--- config.mk ---
export PLATFORM = sky130hd
export DESIGN_NAME = stack_arbiter
export DESIGN_NICKNAME = d
export VERILOG_FILES = /design/src/rtl/stack_arbiter.sv
export SDC_FILE = /design/constraint.sdc
export NUM_CORES = 1
export LEC_CHECK = 0
export CAP_MARGIN = 20
export CORE_ASPECT_RATIO = 0.5
export CORE_MARGIN = 3
export CORE_UTILIZATION = 30
export CTS_BUF_LIST = sky130_fd_sc_hd__clkbuf_4 sky130_fd_sc_hd__clkbuf_8
export DETAILED_ROUTE_END_ITERATION = 10
export PLACE_DENSITY_LB_ADDON = 0.2
export REMOVE_ABC_BUFFERS = 1
export SYNTH_ARGS = -nofsm -noshare
export SYNTH_HDL_FRONTEND = slang
export SYNTH_SLANG_ARGS = --single-unit
--- constraint.sdc ---
create_clock -name clk -period 5.1 [get_ports clk]
set_input_delay 1.275 -clock clk [delete_from_list [all_inputs] [get_ports clk]]
set_output_delay 1.275 -clock clk [all_outputs]
set_load 0.01 [all_outputs]
--- src/rtl/stack_arbiter.sv ---
// Two-requester round-robin sequencer for an external single-port LIFO memory.
// Each push/pop is one req/done transaction; popped data is returned on rdata.
module stack_arbiter #(
   parameter int DW    = 8,
   parameter int AW    = 8,
   parameter int DEPTH = 256
) (
   input  logic          clk,
   input  logic          clr,
   input  logic [1:0]    req,
   input  logic [1:0]    op,
   input  logic [DW-1:0] wdata0,
   input  logic [DW-1:0] wdata1,
   output logic [1:0]    done,
   output logic          err,
   output logic [DW-1:0] rdata,
   output logic [AW:0]   count,
   output logic          full,
   output logic          empty,
   output logic          mem_we,
   output logic [AW-1:0] mem_addr,
   output logic [DW-1:0] mem_wdata,
   input  logic [DW-1:0] mem_rdata
);

   typedef enum logic [2:0] {IDLE, PUSH, POP, POPW, DONE} state_t;

   localparam logic [AW:0] FULL_CNT = (AW+1)'(DEPTH);
   localparam logic [AW:0] ONE      = (AW+1)'(1);

   state_t        state, nstate;
   logic          sel, op_q, rej, ptr;
   logic [DW-1:0] data_q;
   logic          gsel, gop, reject;
   logic [AW:0]   cnt_m1;

   assign full   = (count == FULL_CNT);
   assign empty  = (count == '0);
   assign cnt_m1 = count - ONE;

   // Contention goes to the pointer; a lone request wins outright.
   assign gsel   = (req == 2'b11) ? ptr : req[1];
   assign gop    = op[gsel];
   assign reject = gop ? empty : full;

   always_comb begin
      nstate = state;
      case (state)
         IDLE: if (|req) nstate = reject ? DONE : (gop ? POP : PUSH);
         PUSH: nstate = DONE;
         POP:  nstate = POPW;
         POPW: nstate = DONE;
         DONE: nstate = IDLE;
         default: nstate = IDLE;
      endcase
   end

   always_comb begin
      done      = '0;
      err       = 1'b0;
      mem_we    = 1'b0;
      mem_addr  = '0;
      mem_wdata = '0;
      case (state)
         PUSH: begin
            // A reset landing on the write cycle must not reach the memory.
            mem_we    = ~clr;
            mem_addr  = count[AW-1:0];
            mem_wdata = data_q;
         end
         POP:  mem_addr = cnt_m1[AW-1:0];
         DONE: begin
            done[sel] = 1'b1;
            err       = rej;
         end
         default: ;
      endcase
   end

   always_ff @(posedge clk) begin
      if (clr) begin
         state  <= IDLE;
         count  <= '0;
         rdata  <= '0;
         ptr    <= 1'b0;
         sel    <= 1'b0;
         op_q   <= 1'b0;
         rej    <= 1'b0;
         data_q <= '0;
      end else begin
         state <= nstate;
         case (state)
            IDLE: if (|req) begin
               sel    <= gsel;
               op_q   <= gop;
               rej    <= reject;
               data_q <= gsel ? wdata1 : wdata0;
            end
            PUSH: count <= count + ONE;
            POPW: begin
               count <= cnt_m1;
               rdata <= mem_rdata;
            end
            DONE: ptr <= ~sel;
            default: ;
         endcase
      end
   end

endmodule

==> results of run 1 <==
-- through the flow --
stage	instance area [um^2]	hold slack, ns	total power, uW
2_1_floorplan	1800	0.439	512
3_3_place_gp	2600	0.441	646
3_5_place_dp	2600	0.449	651
4_1_cts	2680	0.458	832
5_1_grt	2680	0.476	885
6_report	2680	0.456	824
-- logic make-up (layout without fill, tap and decap cells) --
kind of cell	count (synthesis)	in the layout	synth area share (%)
simple gates	121	121	35.1
compound gates	60	60	19.6
flops	31	31	32.8
buf+inv	23	81	5.88
xor+xnor	5	5	2.31
mux	4	4	2.31
fa+ha+maj	3	3	1.98
-- how the worst max path moves through the flow --
stage                                     start  cells after the start     endpoint  slack (ns)
after detailed placement                    clr                      3       mem_we        1.22
final                                       clr                      3       mem_we        1.20
after floorplan           state[1]$_SDFFE_PP0P_                      3  mem_addr[6]        1.91
after CTS                 state[2]$_SDFFE_PP0P_                      5  mem_addr[4]        0.96
after global routing      state[2]$_SDFFE_PP0P_                      6  mem_addr[6]        1.13
after global placement                      clr                      3       mem_we        1.19
-- registers in the layout (all words and copies together) (netlist names) --
name	flops
count	9
data_q	8
rdata	8
state	3
ptr	1
rej	1
sel	1
-- cell type report --
| type | count | area share, % |
|---|---|---|
| repair buffers | 71 | 26.2 |
| inverters | 4 | 0.560 |
| well taps | 84 | 3.92 |
| clock buffers | 6 | 2.85 |
| flip-flops and latches | 31 | 23.1 |
| multi-input cells | 193 | 43.3 |
-- worst max-delay path: stages --
cell and delay [ns]:
clkdlybuf4s50_1 0.44, nor3_1 0.30, clkdlybuf4s50_1 0.60
-- synthesized netlist by cell type (all sizes together), types with 2 or more instances --
cell | count | share of area (%)
nor2 | 25 | 5.8
and2 | 9 | 3.0
a21oi | 22 | 5.8
a31oi | 3 | 0.99
nand3 | 20 | 5.3
or3b | 2 | 0.92
o31ai | 2 | 0.79
dfxtp | 31 | 33
and3 | 5 | 1.7
nand2 | 26 | 5.2
ha | 3 | 2.0
inv | 4 | 0.79
nand2b | 7 | 2.3
nor3 | 6 | 1.6
xnor2 | 3 | 1.4
nor2b | 6 | 2.0
nor3b | 2 | 1.1
or3 | 3 | 1.3
nor4 | 2 | 1.3
nand4b | 2 | 0.92
clkbuf | 8 | 1.6
and4 | 2 | 0.92
buf | 11 | 3.5
xor2 | 2 | 0.92
mux2 | 3 | 1.8
o21ai | 15 | 4.0
o211ai | 2 | 0.79
a311oi | 8 | 3.7
-- metal layers --
metal  vias to the layer above  routed length, um  track usage [%]
met1                       882               2330             17.2
met5                         -                  0                0
met4                         0                 91             5.05
met2                        57               2420             24.2
met3                         9                363             4.44
li1                       1000                  -                -
-- power by group through the flow --
stage	Sequential, uW	Clock, uW	Combinational [uW]
3_5_place_dp	316	0	335
6_report	310	181	333
2_1_floorplan	315	0	197
3_3_place_gp	314	0	331
4_1_cts	310	186	336
5_1_grt	318	193	374
==> impl_metrics.csv, run 1 <==
group,metric,value,unit
timing,worst_slew_pin_slew,0.984,ns
cts,cts_tree,"done",
global_route,grt_pass1_vias,1907,
worst_setup_path,end_kind,"output pin",
place,dp_hpwl,3730,um
synthesis,async_flop_share,0,%
worst_setup_path,criticalPathCategory,"in2out",
worst_hold_path,hold_class,"reg2reg",
detailed_routing,route.detailed.drc,0,
detailed_routing,vias_per_cell,5.01,
worst_hold_path,hp-start,"rdata[7]$_SDFFE_PP0P_",
power,combPwrFrac,40.4,%
worst_setup_path,critPathLaunchType,"primary input",
global_route,track_usage,14.3,%
global_route,grt_overflow,0,
timing,fin_ws,1.20,ns
worst_hold_path,worstHoldPathCells,2,
synthesis,synth_edf_count,0,
cts,cts_resized,0,
timing,max_freq,257,MHz
timing,relSlewSlack,34.3,%
synthesis,synth_cell_types,46,
global_route,grt_max_degree,33,
timing,final_hold_viol_count,0,
cts,path_clk_slew,0.06,ns
run,maxCapViolCount,0,
final_layout,finalNetCount,339,
run_status,status,"finished, final reports clean",
detailed_routing,wl_per_cell,13.4,um
detailed_routing,first_pass_iters,4,
final_layout,fin_util,46.4,%
final_layout,register_area,621,um^2
cts,cts.sinks,31,
power,netSwitchingPower,293,uW
floorplan,rows,19,
place,place.port_buffers,68,
synthesis,syn_area_per_cell,7.67,um^2
power,p_leak,0.000952,uW
worst_setup_path,crit_fanout,2,
floorplan,die_x,118,um
cts,cts_setup_buffers,0,
timing,clock_skew,0.00615,ns
floorplan,pin_count,69,
cts,insertion_delay,0.28,ns
power,p_int,530,uW
floorplan,die-area,7360,um^2
worst_hold_path,hold_end,"rdata[7]$_SDFFE_PP0P_",
worst_setup_path,r2r_setup_slack,3.05,ns
worst_setup_path,cp_data_arrival_time,2.62,ns
place,pre_cts_ws,1.22,ns
worst_setup_path,critPathRequiredTime,3.83,ns
worst_setup_path,r2r-start,"count[0]$_SDFFE_PP0P_",
timing,drv_slew,0,
timing,fin_crit,3.90,ns
synthesis,ys_seq_area_share,32.8,%
timing,period_share,76.4,%
timing,tns,0,ns
power,power_density,307,nW/um^2
synthesis,ys_warn_count,0,
synthesis,synth_area,1890,um^2
detailed_routing,routed_wl,5210,um
power,max-vdd-ir-drop,0.128,mV
detailed_routing,ant_nets,0,
final_layout,multiInputGateArea,1160,um^2
global_route,antenna_found_initial,0,
global_route,grt_pass1_wl,8900,um
worst_setup_path,rr_worst_depth,6,
place,place_inst,382,
final_layout,antennaDiodeCount,0,
final_layout,area_growth,41.6,%
worst_setup_path,reg2reg_to,"state[0]$_SDFFE_PP0P_",
cts,cts-root-buf,"clkbuf_8",
power,clkPwrFrac,21.9,%
cts,htree_levels,2,
final_layout,nFillCells,602,
power,p_seq_share,37.7,%
final_layout,final_common_cell,"clkdlybuf4s50_1",
final_layout,drive_above_1_share,4.92,%
final_layout,layout_common_cells,"clkdlybuf4s50_1, dfxtp_1, nand2_1",
final_layout,fin_cells,389,
timing,setup_viol,0,
detailed_routing,drt-initial-drc-count,90,
detailed_routing,dr_total_vias,1948,
cts,cts_hold_buf,0,
floorplan,die_y,62.2,um
synthesis,synth_ff_type,"dfxtp_1",
cts,numCtsBuffers,5,
synthesis,synth-seq-cells,31,
floorplan,core_area,5780,um^2
cts,ctsLongestPathBuffers,2,
floorplan,initial_core_util,32.8,%
synthesis,synthCells,247,
timing,rsz0062_at_grt,"no",
power,p_sw_share,35.6,%
place,routabilityCongestion,0.756,
Note: power is estimated with default switching activity, not from simulation.
==> run 2: changes to the inputs <==
Clock period 5.1 ns to 3.55 ns, I/O delays scaled along.
==> run 2 against run 1 <==
- total power up 58%
- global-route usage down 0.24 points
- highest routed layer unchanged
- utilization up 1.2 points
- worst hold slack worse by 0.0017 ns
==> impl_metrics.csv, run 2 (synthesis gave the netlist of run 1 again) <==
group,metric,value,unit
power,power_density,473,nW/um^2
power,total_power,1300,uW
timing,relSlewSlack,59.1,%
cts,cts-root-buf,"clkbuf_8",
final_layout,largest_register_ff_count,9,
worst_setup_path,critPathLaunchType,"flip-flop",
floorplan,rows,19,
floorplan,core_area,5780,um^2
cts,cts.sinks,31,
timing,setup_viol,0,
worst_setup_path,crit_chain,"inv_1 -> ha_1 -> nor3b_2 -> nand2b_1 -> o41ai_1 -> clkdlybuf4s50_1",
detailed_routing,wl_per_cell,13.1,um
place,dp_hpwl,3680,um
worst_setup_path,crit_fanout,12,
run,maxCapViolCount,0,
cts,ctsLongestPathBuffers,2,
power,max-vdd-ir-drop,0.164,mV
final_layout,nFillCells,580,
cts,insertion_delay,0.28,ns
detailed_routing,drt-initial-drc-count,75,
final_layout,finalNetCount,343,
floorplan,die-area,7360,um^2
final_layout,area_growth,45.4,%
timing,fin_crit,3.29,ns
run_status,status,"finished, final reports clean",
place,place.port_buffers,68,
worst_setup_path,criticalPathCategory,"reg2out",
final_layout,drive_above_1_share,6.75,%
cts,cts_tree,"done",
final_layout,fin_cells,395,
place,routabilityCongestion,0.779,
worst_setup_path,crit_slowest_cell,"clkdlybuf4s50_1",
timing,rsz0062_at_grt,"no",
cts,cts_resized,0,
timing,clock_skew,0.00613,ns
cts,cts_hold_buf,0,
global_route,track_usage,14.0,%
cts,path_clk_slew,0.06,ns
worst_setup_path,critPathRequiredTime,2.66,ns
timing,fin_ws,0.263,ns
final_layout,final_common_cell,"clkdlybuf4s50_1",
floorplan,die_x,118,um
worst_setup_path,max_stage_delay,0.60,ns
worst_setup_path,rr_worst_depth,6,
detailed_routing,route.detailed.drc,0,
timing,worst_slew_pin_slew,0.608,ns
global_route,grt_overflow,0,
cts,numCtsBuffers,5,
floorplan,pin_count,69,
detailed_routing,ant_nets,0,
cts,cts_setup_buffers,0,
floorplan,initial_core_util,32.8,%
global_route,antenna_found_initial,0,
worst_hold_path,worstHoldPathCells,2,
detailed_routing,first_pass_iters,4,
global_route,grt_pass1_wl,8830,um
detailed_routing,routed_wl,5180,um
place,place_inst,387,
global_route,grt_max_degree,33,
timing,tns,0,ns
detailed_routing,dr_total_vias,1945,
global_route,grt_pass1_vias,1811,
worst_setup_path,cp_data_arrival_time,2.40,ns
worst_hold_path,hold_class,"reg2reg",
final_layout,max_flop_register,"count",
timing,period_share,92.6,%
timing,final_hold_viol_count,0,
worst_setup_path,end_kind,"output pin",
timing,max_freq,304,MHz
final_layout,antennaDiodeCount,0,
place,pre_cts_ws,0.542,ns
floorplan,die_y,62.2,um
cts,htree_levels,2,
power,p_leak,0.000993,uW
final_layout,layout_common_cells,"clkdlybuf4s50_1, dfxtp_1, nand2_1",
timing,drv_slew,0,
final_layout,reg_top3,"count x9, data_q x8, rdata x8",
detailed_routing,vias_per_cell,4.92,
## run 2: final timing paths
| check | startpoint | endpoint | slack [ns] |
|---|---|---|---|
| min reg2reg | rdata[6]$_SDFFE_PP0P_ | rdata[6]$_SDFFE_PP0P_ | 0.45 |
| min | rdata[6]$_SDFFE_PP0P_ | rdata[6]$_SDFFE_PP0P_ | 0.45 |
| max | count[0]$_SDFFE_PP0P_ | mem_addr[6] | 0.26 |
| max reg2reg | count[0]$_SDFFE_PP0P_ | state[0]$_SDFFE_PP0P_ | 1.50 |
## run 2: layout make-up
type	count	area [um^2]	share of cell area [%]
clock buffers	6	82.6	3.00
clock inverters	2	35.0	1.27
inverters	4	15.0	0.545
multi-input cells	193	1160	42.2
flip-flops and latches	31	621	22.5
well taps	84	105	3.82
repair buffers	75	733	26.6
## run 2: critical path, delay by kind of cell, from the launching register on
kind,cells,cell delay [ns]
AND/OR/NAND/NOR,2,0.45
adder cells (fa/ha/maj),1,0.24
buffers and inverters,2,0.73
flip-flops,1,0.43
AO/OA/AOI/OAI,1,0.28
## run 2: metrics by stage
step / hold slack [ns] / area [um^2] / utilization [%]
final: 0.454 / 2750 / 47.7
after CTS: 0.456 / 2750 / 47.7
after detailed placement: 0.447 / 2640 / 45.6
after floorplan: 0.439 / 1800 / -
after global placement: 0.443 / 2640 / 45.6
after global routing: 0.474 / 2750 / 47.7
## run 2: report_power, final
group,switching (uW),internal [uW],leakage [uW],total (uW)
clock network,131,227,0.0000612,358
registers,41.0,397,0.000253,438
logic,265,240,0.000678,505
total,437,864,0.000993,1300
## run 2: layer usage
layer | part of all wire (%) | wire [um] | up-vias | GRT usage, %
met5 | 0 | 0 | - | 0
met4 | 1.2 | 63 | 0 | 3.46
met3 | 5.9 | 307 | 6 | 4.53
met2 | 44 | 2300 | 52 | 23.0
met1 | 48 | 2510 | 878 | 18.0
li1 | - | - | 1009 | -
==> run 3: changes to the inputs <==
==> constraint.sdc (replaced) <==
create_clock -name clk -period 3.55 [get_ports clk]
set_input_delay 0.8875 -clock clk [delete_from_list [all_inputs] [get_ports clk]]
set_output_delay 0.8875 -clock clk [all_outputs]
set_load 0.1 [all_outputs]
==> run 3 against run 2 <==
- die area unchanged
- sequential power increased by 2%
- total power increased by 18%
- sequential share of layout area decreased by 0.55 points
- non-clock buffer count decreased by 3
- final cell count decreased by 0.76%
- register-to-register slack got worse by 0.08 ns
- utilization increased by 1.2 points
- fmax increased by 3.6%
- highest routed layer unchanged
==> impl_metrics.csv, run 3 (synthesis gave the netlist of run 1 again) <==
group,metric,value,unit
run_status,status,"finished, final reports clean",
cts,cts.sinks,31,
worst_setup_path,criticalPathCategory,"reg2out",
cts,path_clk_slew,0.06,ns
timing,clock_skew,0.00285,ns
power,max-vdd-ir-drop,0.210,mV
global_route,grt_max_degree,33,
power,p_int,816,uW
detailed_routing,drt-initial-drc-count,94,
timing,setup_viol,0,
detailed_routing,first_pass_iters,4,
worst_setup_path,end_kind,"output pin",
cts,cts_resized,0,
cts,insertion_delay,0.28,ns
global_route,grt_overflow,0,
global_route,antenna_found_initial,0,
place,routabilityCongestion,0.784,
timing,relSlewSlack,35.6,%
timing,period_share,89.4,%
place,place.port_buffers,68,
final_layout,layout_common_cells,"dfxtp_1, clkdlybuf4s50_1, nand2_1",
power,combPwrFrac,52.5,%
timing,rsz0062_at_grt,"no",
global_route,track_usage,14.0,%
worst_setup_path,critPathLaunchType,"flip-flop",
detailed_routing,routed_wl,5330,um
cts,ctsLongestPathBuffers,2,
place,place_inst,384,
floorplan,pin_count,69,
worst_setup_path,cp_data_arrival_time,2.28,ns
final_layout,area_growth,49.0,%
final_layout,finalNetCount,340,
final_layout,fin_cells,392,
timing,max_freq,315,MHz
worst_setup_path,critPathRequiredTime,2.66,ns
final_layout,drive_above_1_share,17.9,%
cts,cts_hold_buf,0,
floorplan,die_x,118,um
power,netSwitchingPower,721,uW
cts,cts-root-buf,"clkbuf_8",
power,clkPwrFrac,18.5,%
global_route,grt_pass1_vias,1817,
detailed_routing,ant_nets,0,
power,p_sw_share,46.9,%
floorplan,rows,19,
timing,worst_slew_pin_slew,0.963,ns
detailed_routing,wl_per_cell,13.6,um
final_layout,fin_util,48.9,%
run,maxCapViolCount,0,
floorplan,initial_core_util,32.8,%
cts,htree_levels,2,
floorplan,core_area,5780,um^2
final_layout,antennaDiodeCount,0,
power,power_density,544,nW/um^2
detailed_routing,dr_total_vias,1961,
power,p_seq_share,29.0,%
place,dp_hpwl,3790,um
final_layout,reg_top3,"count x9, data_q x8, rdata x8",
timing,final_hold_viol_count,0,
cts,numCtsBuffers,5,
detailed_routing,vias_per_cell,5.00,
global_route,grt_pass1_wl,8630,um
timing,drv_slew,0,
worst_hold_path,hold_class,"reg2reg",
worst_setup_path,crit_fanout,14,
floorplan,die-area,7360,um^2
final_layout,max_flop_register,"count",
timing,fin_crit,3.17,ns
cts,cts_tree,"done",
cts,cts_setup_buffers,0,
floorplan,die_y,62.2,um
final_layout,largest_register_ff_count,9,
power,p_leak,0.00109,uW
detailed_routing,route.detailed.drc,0,
run 3: changes by cell type in the layout (fill, tap and decap cells not counted), sizes merged:
cell | before | now
clkdlybuf4s50 | 68 | 31
buf | 7 | 41
bufinv | 1 | 0
clkbuf | 6 | 7
run 3: path summary, 6_finish.rpt:
| path | startpoint | endpoint | slack, ns | cells after the start |
|---|---|---|---|---|
| worst max register to register | state[2]$_SDFFE_PP0P_ | count[8]$_SDFFE_PP0P_ | 1.42 | 5 |
| worst min-delay path | rdata[1]$_SDFFE_PP0P_ | rdata[1]$_SDFFE_PP0P_ | 0.45 | 2 |
| worst max-delay path | state[2]$_SDFFE_PP0P_ | mem_addr[6] | 0.38 | 4 |
| worst min register to register | rdata[1]$_SDFFE_PP0P_ | rdata[1]$_SDFFE_PP0P_ | 0.45 | 2 |
run 3: cell type report:
cell class | instances | area [um^2]
well taps | 84 | 105
inverters | 4 | 15.0
fillers | 566 | 2950
repair buffers | 72 | 831
flip-flops and latches | 31 | 621
clock inverters | 1 | 5.00
multi-input cells | 193 | 1160
clock buffers | 7 | 83.8
run 3: per-layer routing:
layer / vias up / track usage [%] / wire [um]
met1: 893 / 17.0 / 2410
met2: 63 / 24.2 / 2480
li1: 1000 / - / -
met5: - / 0 / 0
met4: 0 / 3.46 / 41
met3: 5 / 4.62 / 404
run 3: per-stage QoR:
step	hold WS, ns	setup TNS, ns	setup slack, ns	area, um^2	power, uW
6_report	0.455	0	0.378	2820	1540
5_1_grt	0.480	0	0.283	2820	1620
3_5_place_dp	0.450	0	0.690	2730	1260
2_1_floorplan	0.439	-8.81	-1.92	1800	1010
3_3_place_gp	0.443	0	0.700	2730	1250
4_1_cts	0.460	0	0.379	2820	1550
run 3: power groups by stage:
stage	logic [uW]	clock network, uW	registers [uW]
finish	807	285	445
floorplan	497	0	509
CTS	811	294	445
global placement	800	0	449
detailed placement	808	0	453
global route	859	308	453
run 3: worst max-delay path, cell delays in order, from the launching register on:
cell      delay (ns)
dfxtp_1         0.41
or3b_1          0.60
nand2b_1        0.25
o41ai_1         0.49
buf_12          0.25
